$ cat config.mk
export PLATFORM = sky130hd
export DESIGN_NAME = rv32_prog_loader
export DESIGN_NICKNAME = d
export VERILOG_FILES = /design/src/rtl/rv32_pkg.sv /design/src/rtl/rv32_byte_packer.sv /design/src/rtl/rv32_prog_loader.sv
export SDC_FILE = /design/constraint.sdc
export NUM_CORES = 1
export LEC_CHECK = 0
export ABC_AREA = 0
export CELL_PAD_IN_SITES_DETAIL_PLACEMENT = 1
export CELL_PAD_IN_SITES_GLOBAL_PLACEMENT = 1
export CORE_MARGIN = 8
export CORE_UTILIZATION = 25
export DETAILED_ROUTE_END_ITERATION = 6
export HOLD_SLACK_MARGIN = 0.05
export PLACE_DENSITY = 0.53
export SLEW_MARGIN = 10
export SYNTH_ARGS = -nofsm -noshare
export SYNTH_HDL_FRONTEND = slang
export SYNTH_HIERARCHICAL = 1
export SYNTH_SLANG_ARGS = --single-unit
$ cat constraint.sdc
create_clock -name rv32_io_clk -period 8 [get_ports rv32_io_clk]
set_input_delay 1.6 -clock rv32_io_clk [delete_from_list [all_inputs] [get_ports rv32_io_clk]]
set_output_delay 1.6 -clock rv32_io_clk [all_outputs]
set_load 0.05 [all_outputs]
$ cat src/rtl/rv32_pkg.sv
// Shared rv32 types: instruction word, default imem address, and the program-loader state set.
package rv32_pkg;

  localparam int unsigned RV32_IMEM_ADDR_W = 10;

  typedef logic [RV32_IMEM_ADDR_W-1:0] rv32_imem_addr_t;
  typedef logic [31:0]                 rv32_instr_t;

  typedef enum logic [2:0] {
    StIdle,
    StHdr,
    StData,
    StChk,
    StWaitWr,
    StDone,
    StErr
  } loader_state_e;

endpackage

$ cat src/rtl/rv32_byte_packer.sv
// Little-endian 4-byte assembler. word_valid_o pulses combinationally on the 4th byte.
module rv32_byte_packer (
  input  logic        clk_i,
  input  logic        rst_i,
  input  logic        flush_i,
  input  logic        byte_en_i,
  input  logic [7:0]  byte_i,
  output logic        word_valid_o,
  output logic [31:0] word_o,
  output logic [1:0]  count_o
);

  logic [23:0] pack_q, pack_d;
  logic [1:0]  cnt_q, cnt_d;

  always_comb begin
    pack_d = pack_q;
    cnt_d  = cnt_q;
    if (flush_i) begin
      pack_d = '0;
      cnt_d  = '0;
    end else if (byte_en_i) begin
      unique case (cnt_q)
        2'd0: pack_d[7:0]   = byte_i;
        2'd1: pack_d[15:8]  = byte_i;
        2'd2: pack_d[23:16] = byte_i;
        2'd3: pack_d        = '0;
        default: pack_d     = '0;
      endcase
      cnt_d = cnt_q + 2'd1;
    end
  end

  // The completed word bypasses the register so the consumer sees it in the 4th-byte cycle.
  assign word_o       = {byte_i, pack_q};
  assign word_valid_o = byte_en_i && !flush_i && (cnt_q == 2'd3);
  assign count_o      = cnt_q;

  always_ff @(posedge clk_i) begin
    if (rst_i) begin
      pack_q <= '0;
      cnt_q  <= '0;
    end else begin
      pack_q <= pack_d;
      cnt_q  <= cnt_d;
    end
  end

endmodule

$ cat src/rtl/rv32_prog_loader.sv
// Byte-stream program loader for rv32 instruction memory.
// Define RV32_LOADER_CHKSUM_EN to require a trailing XOR checksum word.
module rv32_prog_loader
  import rv32_pkg::*;
#(
  parameter int unsigned IMEM_ADDR_W = 10,
  parameter int unsigned MAX_WORDS   = 2 ** IMEM_ADDR_W
) (
  input  logic                   rv32_io_clk,
  input  logic                   rv32_io_rst,
  input  logic                   start,
  input  logic                   in_valid,
  input  logic [7:0]             in_data,
  output logic                   in_ready,
  output logic                   imem_w_en,
  output logic [IMEM_ADDR_W-1:0] imem_addr,
  output logic [31:0]            imem_data,
  output logic                   core_rst_n,
  output logic                   program_mode,
  output logic                   done,
  output logic                   error,
  output logic [IMEM_ADDR_W:0]   words_loaded
);

`ifdef RV32_LOADER_CHKSUM_EN
  localparam loader_state_e StLast = StChk;
`else
  localparam loader_state_e StLast = StDone;
`endif

  loader_state_e          state_q, state_d;
  logic [31:0]            n_q, n_d;
  logic [IMEM_ADDR_W:0]   words_q, words_d;
  logic [IMEM_ADDR_W-1:0] addr_q, addr_d;
  rv32_instr_t            data_q, data_d;
`ifdef RV32_LOADER_CHKSUM_EN
  rv32_instr_t            chk_q, chk_d;
`endif

  logic        flush;
  logic        pk_valid;
  rv32_instr_t pk_word;
  logic [1:0]  pk_count;

  rv32_byte_packer u_packer (
    .clk_i        (rv32_io_clk),
    .rst_i        (rv32_io_rst),
    .flush_i      (flush),
    .byte_en_i    (in_valid && in_ready),
    .byte_i       (in_data),
    .word_valid_o (pk_valid),
    .word_o       (pk_word),
    .count_o      (pk_count)
  );

  always_comb begin
    state_d = state_q;
    n_d     = n_q;
    words_d = words_q;
    addr_d  = addr_q;
    data_d  = data_q;
`ifdef RV32_LOADER_CHKSUM_EN
    chk_d   = chk_q;
`endif
    flush   = 1'b0;
    unique case (state_q)
      StIdle, StDone, StErr: begin
        if (start) begin
          state_d = StHdr;
          words_d = '0;
          flush   = 1'b1;
`ifdef RV32_LOADER_CHKSUM_EN
          chk_d   = '0;
`endif
        end
      end
      StHdr: begin
        if (pk_valid) begin
          n_d = pk_word;
          if (pk_word == 32'd0)                   state_d = StLast;
          else if (pk_word > 32'(MAX_WORDS))      state_d = StErr;
          else                                    state_d = StData;
        end
      end
      StData: begin
        if (pk_valid) begin
          data_d  = pk_word;
          addr_d  = words_q[IMEM_ADDR_W-1:0];
          state_d = StWaitWr;
`ifdef RV32_LOADER_CHKSUM_EN
          chk_d   = chk_q ^ pk_word;
`endif
        end
      end
      StWaitWr: begin
        words_d = words_q + (IMEM_ADDR_W+1)'(1);
        state_d = (32'(words_d) == n_q) ? StLast : StData;
      end
      StChk: begin
`ifdef RV32_LOADER_CHKSUM_EN
        if (pk_valid) state_d = (pk_word == chk_q) ? StDone : StErr;
`else
        state_d = StErr;
`endif
      end
      default: state_d = StIdle;
    endcase
  end

  always_ff @(posedge rv32_io_clk) begin
    if (rv32_io_rst) begin
      state_q <= StIdle;
      n_q     <= '0;
      words_q <= '0;
      addr_q  <= '0;
      data_q  <= '0;
`ifdef RV32_LOADER_CHKSUM_EN
      chk_q   <= '0;
`endif
    end else begin
      state_q <= state_d;
      n_q     <= n_d;
      words_q <= words_d;
      addr_q  <= addr_d;
      data_q  <= data_d;
`ifdef RV32_LOADER_CHKSUM_EN
      chk_q   <= chk_d;
`endif
    end
  end

  // Packer count is informational only; sessions always end on a word boundary or flush.
  logic unused_count;
  assign unused_count = ^pk_count;

  assign in_ready     = (state_q == StHdr) || (state_q == StData) || (state_q == StChk);
  assign imem_w_en    = (state_q == StWaitWr);
  assign imem_addr    = addr_q;
  assign imem_data    = data_q;
  assign core_rst_n   = (state_q == StDone);
  assign program_mode = (state_q == StHdr) || (state_q == StData) || (state_q == StChk) ||
                        (state_q == StWaitWr);
  assign done         = (state_q == StDone);
  assign error        = (state_q == StErr);
  assign words_loaded = words_q;

endmodule

==> flow_metrics.tcl, run 1 <==
set metrics [dict create \
    drive_gt1_share_pct 11.1 \
    grt_pass1_wl_um 27000 \
    cp_data_required_time_ns 6.40 \
    totalWireLength_um 16600 \
    drc 0 \
    cts-buffers-inserted 17 \
    start_util_pct 25.1 \
    post-synth-top-area-cell "dfxtp_1" \
    final_cell_area_um2 6540 \
    hp-start "imem_addr[8]$_SDFFE_PP0P_" \
    dp_cells 925 \
    postPlaceCellArea_um2 5980 \
    topRoutingLayerUsed "met4" \
    vias 4494 \
    critical_path_class "flip-flop to output pin" \
    track_usage_pct 13.2 \
    fin_worst_skew_ns 0.00671 \
    m1WireLength_um 8480 \
    maxCapViolations 0 \
    worst_pin_slew_ns 0.845 \
    synth-async-reset-ratio_pct 0 \
    r2r-end "imem_addr[7]$_SDFFE_PP0P_" \
    hold_viol_final 0 \
    synthesis.instances 630 \
    synth_edf_count 0 \
    syn_area_um2 5220 \
    cts_setup_buffers 0 \
    hold_path_class "flip-flop to flip-flop" \
    tritoncts "yes" \
    cts_resized 0 \
    synth_cell_type_count 51 \
    gp_congestion 0.761 \
    cts_root_buf "clkbuf_16" \
    die-area_um2 25800 \
    synth_seq_cells 114 \
    synth_nets 647 \
    clk_pin_slew_ns 0.06 \
    crit_path_max_fanout 17 \
    clk_latency_ns 0.42 \
    hpwl_um 11600 \
    overflow 0 \
    irDropWorstVdd_mv 0.191 \
    r2r_slack_ns 4.08 \
    syn2layout_area_growth_pct 25.3 \
    setup_viol 0 \
    antenna_found_initial 0 \
    crit_start "state_q[2]$_SDFFE_PP0P_" \
    dieWidth_um 160 \
    crit_end "imem_w_en" \
    yosysSeqAreaShare_pct 43.7 \
    cp-end-kind "output pin" \
    core_area_um2 20800 \
    ioPinCount 71 \
    port_buffers 70 \
    clk_path_buf_depth 2 \
    fmaxAchievable_ghz 0.223 \
    viasPerCell 4.70 \
    die-height_um 160 \
    fin_crit_ns 4.48 \
    htreeDepth 4 \
    n_antenna_cell 0 \
    dr_wl_met3_um 492 \
    layout.cells.non_filler 957 \
    p_leak_nw 2.18 \
    synth_ff_type "dfxtp_1" \
    wl_met2_um 7370 \
    rsz0062_at_grt "false" \
    wl_per_cell_um 17.3 \
    p_per_area_nw_per_um2 258 \
    grt_pass1_vias 4685 \
    avgSynthCellArea_um2 8.28 \
    postCtsHoldBufs 0 \
    cts_sinks 114 \
    outcome "complete, no violations" \
    crit_path_start_kind "flip-flop" \
    drtPass1Iterations 4 \
    relSlewSlack_pct 43.7 \
    num_rows 53 \
    drt_iter0_drc 251 \
    final_max_slew_viol_count 0 \
    finalCritPeriodShare_pct 56.0 \
    ant_nets 0 \
    yosysTopAreaCellShare_pct 43.7 \
    grt_max_degree 81 \
    tns_ns 0 \
    crit_arrival_ns 2.88 \
    fin_nets 686 \
    ff2ff_path_depth 10 \
    yosysWarnings 6 \
    r2r_start "state_q[0]$_SDFFE_PP0P_" \
    synthTopCellsByArea "dfxtp_1 (44%), nand2_1 (11%), a21oi_1 (9.5%), mux2i_1 (3.3%), xnor2_1 (3.0%)" \
]
## synth_stat cells, types with 8 or more instances
master and n:
buf_2 11, nand3_1 9, or3b_2 16, clkbuf_1 25, nor4_1 12, nor2_1 27, a21oi_1 99, o21ai_0 9
nand2_1 159, a21bo_2 8, nand4b_1 8, mux2i_1 17, or4b_1 8, xnor2_1 18, buf_4 11, dfxtp_1 114
## cells by family after synthesis
kind of cell / share of synthesized area, %
buffers and inverters: 6.66
AOI/OAI and AO/OA: 14.8
and+or+nand+nor: 26.6
xor gates and xnor gates: 3.52
DFF: 43.7
muxes: 3.48
adders and majority gates: 1.20
## state kept, by name, indices dropped and copies added (netlist names)
signal / cells
words_loaded: 11
n_q: 32
u_packer/pack_q: 24
u_packer/count_o: 2
state_q: 3
imem_addr: 10
imem_data: 32
## where the power goes
part	switching (W)	internal, W
sequential	0.0000437	0.000586
clock	0.000271	0.000462
combinational	0.000215	0.000109
total	0.000529	0.00116
## per-stage QoR
stage,util (%),setup slack [ns],hold slack [ns],power (W)
floorplan,-,4.59,0.436,0.000880
global placement,28.8,3.20,0.442,0.000960
detailed placement,28.8,3.07,0.448,0.000964
CTS,31.5,3.48,0.455,0.00171
global route,31.5,3.27,0.478,0.00176
finish,31.5,3.52,0.454,0.00169
## worst max-delay path, cell delays in order (launching register included)
cell	delay, ns
dfxtp_1	0.69
nand2_1	0.54
inv_2	0.37
clkdlybuf4s50_1	0.86
## layout by cell type (no fill, tap or decap), types with 4 or more instances in the layout
master             n
o21ai_0            9
or3b_2            16
clkinv_2           6
and3_1             4
a21bo_2            8
buf_4              6
or3_1              4
ha_1               5
dfxtp_1          114
inv_1              4
nor3_1             5
nor4_1            12
nand2_1          159
nand4b_1           8
clkdlybuf4s50_1   69
nor2_1            27
or4b_1             8
xnor2_1           18
mux2i_1           17
nand3_1            9
clkbuf_16         17
nand4_1            5
a21oi_1           99
## cell type report
class	instances	area [um2]
clock buffer	21	450
clock inverter	11	113
fill	2429	14200
inverter	5	18.8
multi-input combinational	456	2590
sequential	114	2280
tap	275	344
timing repair buffer	75	736
## worst min path at each step
stage	to	cells past startpoint
after CTS	n_q[16]$_SDFFE_PP0P_	2
after global routing	n_q[14]$_SDFFE_PP0P_	2
final	imem_addr[8]$_SDFFE_PP0P_	2
after floorplan	n_q[31]$_SDFFE_PP0P_	2
after global placement	n_q[23]$_SDFFE_PP0P_	2
after detailed placement	n_q[16]$_SDFFE_PP0P_	2
## routing by layer
metal  vias to the layer above  track usage (%)
li1                       2229                -
met1                      2189             17.7
met2                        60             20.4
met3                        16             3.17
met4                         0             4.46
met5                         -                0
(Power assumes the default switching activity.)
==> run 2, diff against run 1 <==
--- a/config.mk
+++ b/config.mk
@@ -12,7 +12,7 @@
 export CORE_UTILIZATION = 25
 export DETAILED_ROUTE_END_ITERATION = 6
 export HOLD_SLACK_MARGIN = 0.05
-export PLACE_DENSITY = 0.53
+export PLACE_DENSITY = 0.55
 export SLEW_MARGIN = 10
 export SYNTH_ARGS = -nofsm -noshare
 export SYNTH_HDL_FRONTEND = slang
==> constraint.sdc (replaced) <==
create_clock -name rv32_io_clk -period 3.8 [get_ports rv32_io_clk]
set_input_delay 0.76 -clock rv32_io_clk [delete_from_list [all_inputs] [get_ports rv32_io_clk]]
set_output_delay 0.76 -clock rv32_io_clk [all_outputs]
set_load 0.05 [all_outputs]
==> flow_metrics.tcl, run 2 (same netlist as run 1, synthesis figures left out) <==
set metrics [dict create \
    outcome "complete, no violations" \
    totalWireLength_um 17000 \
    final_cell_area_um2 6680 \
    setup_viol 0 \
    cts_resized 0 \
    start_util_pct 25.1 \
    n_antenna_cell 0 \
    core_area_um2 20800 \
    num_rows 53 \
    dp_cells 934 \
    fmaxAchievable_ghz 0.300 \
    rsz0062_at_grt "false" \
    ant_nets 0 \
    irDropWorstVdd_mv 0.247 \
    tns_ns 0 \
    layout.cells.non_filler 966 \
    grt_max_degree 60 \
    final_max_slew_viol_count 0 \
    critical_path_class "flip-flop to flip-flop" \
    fin_worst_skew_ns 0.00890 \
    postCtsHoldBufs 0 \
    viasPerCell 4.79 \
    nFillCells 2421 \
    hold_path_class "flip-flop to flip-flop" \
    crit_path_start_kind "flip-flop" \
    drive_gt1_share_pct 12.4 \
    grt_pass1_vias 4704 \
    postPlaceCellArea_um2 6040 \
    syn2layout_area_growth_pct 28.1 \
    relSlewSlack_pct 41.6 \
    die-height_um 160 \
    track_usage_pct 13.3 \
    cts_sinks 114 \
    cp-end-kind "flip-flop" \
    clk_path_buf_depth 2 \
    clk_latency_ns 0.41 \
    drtPass1Iterations 4 \
    fin_nets 695 \
    port_buffers 70 \
    gp_congestion 0.762 \
    drt_iter0_drc 189 \
    maxCapViolations 0 \
    cp_data_required_time_ns 4.14 \
    drc 0 \
    wl_per_cell_um 17.6 \
    cts_setup_buffers 0 \
    die-area_um2 25800 \
    crit_path_max_fanout 22 \
    dieWidth_um 160 \
    grt_pass1_wl_um 27000 \
    fin_crit_ns 3.33 \
    vias 4627 \
    crit_arrival_ns 3.67 \
    htreeDepth 4 \
    mostFrequentLayoutCells "nand2_1 (159), dfxtp_1 (114), a21oi_1 (99), clkdlybuf4s50_1 (69), nor2_1 (27)" \
    antenna_found_initial 0 \
    p_per_area_nw_per_um2 565 \
    holdWs_ns 0.452 \
    hold_viol_final 0 \
    overflow 0 \
    layout_commonest_cell "nand2_1" \
    ioPinCount 71 \
    cts_root_buf "clkbuf_16" \
    hpwl_um 11900 \
    r2r_slack_ns 0.47 \
    clk_pin_slew_ns 0.05 \
    cts-buffers-inserted 17 \
    tritoncts "yes" \
    p_total_w 0.00377 \
    worst_pin_slew_ns 0.873 \
    p_leak_nw 2.27 \
    finalCritPeriodShare_pct 87.6 \
]
[run 2: cell count changes in the layout (fill, tap and decap cells not counted), sizes merged]
cell	previous run	this run
clkbuf	21	23
bufinv	2	4
clkinv	6	4
clkinvlp	3	1
buf	6	15
[run 2: power by group]
group / leakage (nW) / switching [W] / total [W] / internal (W)
Sequential: 0.919 / 0.0000829 / 0.00132 / 0.00123
Combinational: 1.04 / 0.000474 / 0.000724 / 0.000251
Clock: 0.313 / 0.000567 / 0.00173 / 0.00117
[run 2: cell type report]
cell class	instances	area [um2]	share of cell area, %
clock inverter	9	151	2.27
clock buffer	23	488	7.30
tap	275	344	5.15
multi-input combinational	456	2590	38.8
timing repair buffer	84	803	12.0
inverter	5	18.8	0.281
sequential	114	2280	34.2
[run 2: worst max-delay path, cell delays in order (launching register included)]
cell and delay (ns):
dfxtp_1 0.66, nor2_2 0.16, mux2_2 0.34, and2_1 0.20, nor2_1 0.31, inv_1 0.20, nor3_4 0.75, buf_4 0.40
nand2_1 0.09, a21oi_1 0.13
[run 2: final timing paths]
kind / startpoint / cells past startpoint / endpoint
setup / recovery: state_q[0]$_SDFFE_PP0P_ / 9 / imem_addr[4]$_SDFFE_PP0P_
hold / removal: n_q[18]$_SDFFE_PP0P_ / 2 / n_q[18]$_SDFFE_PP0P_
setup reg to reg: state_q[0]$_SDFFE_PP0P_ / 9 / imem_addr[4]$_SDFFE_PP0P_
hold reg to reg: n_q[18]$_SDFFE_PP0P_ / 2 / n_q[18]$_SDFFE_PP0P_
[run 2: metal layers]
layer	GRT usage, %	up-vias	part of all wire, %
met5	0	-	0
met4	4.25	0	1.4
met3	3.56	15	4.0
met2	20.0	80	45
met1	18.0	2274	50
li1	-	2258	-
[run 2: per-stage QoR]
| stage | util (%) | setup slack (ns) |
|---|---|---|
| global placement | 29.1 | 0.501 |
| CTS | 32.2 | 0.461 |
| global route | 32.2 | 0.258 |
| detailed placement | 29.1 | 0.292 |
| floorplan | - | 0.646 |
| finish | 32.2 | 0.470 |
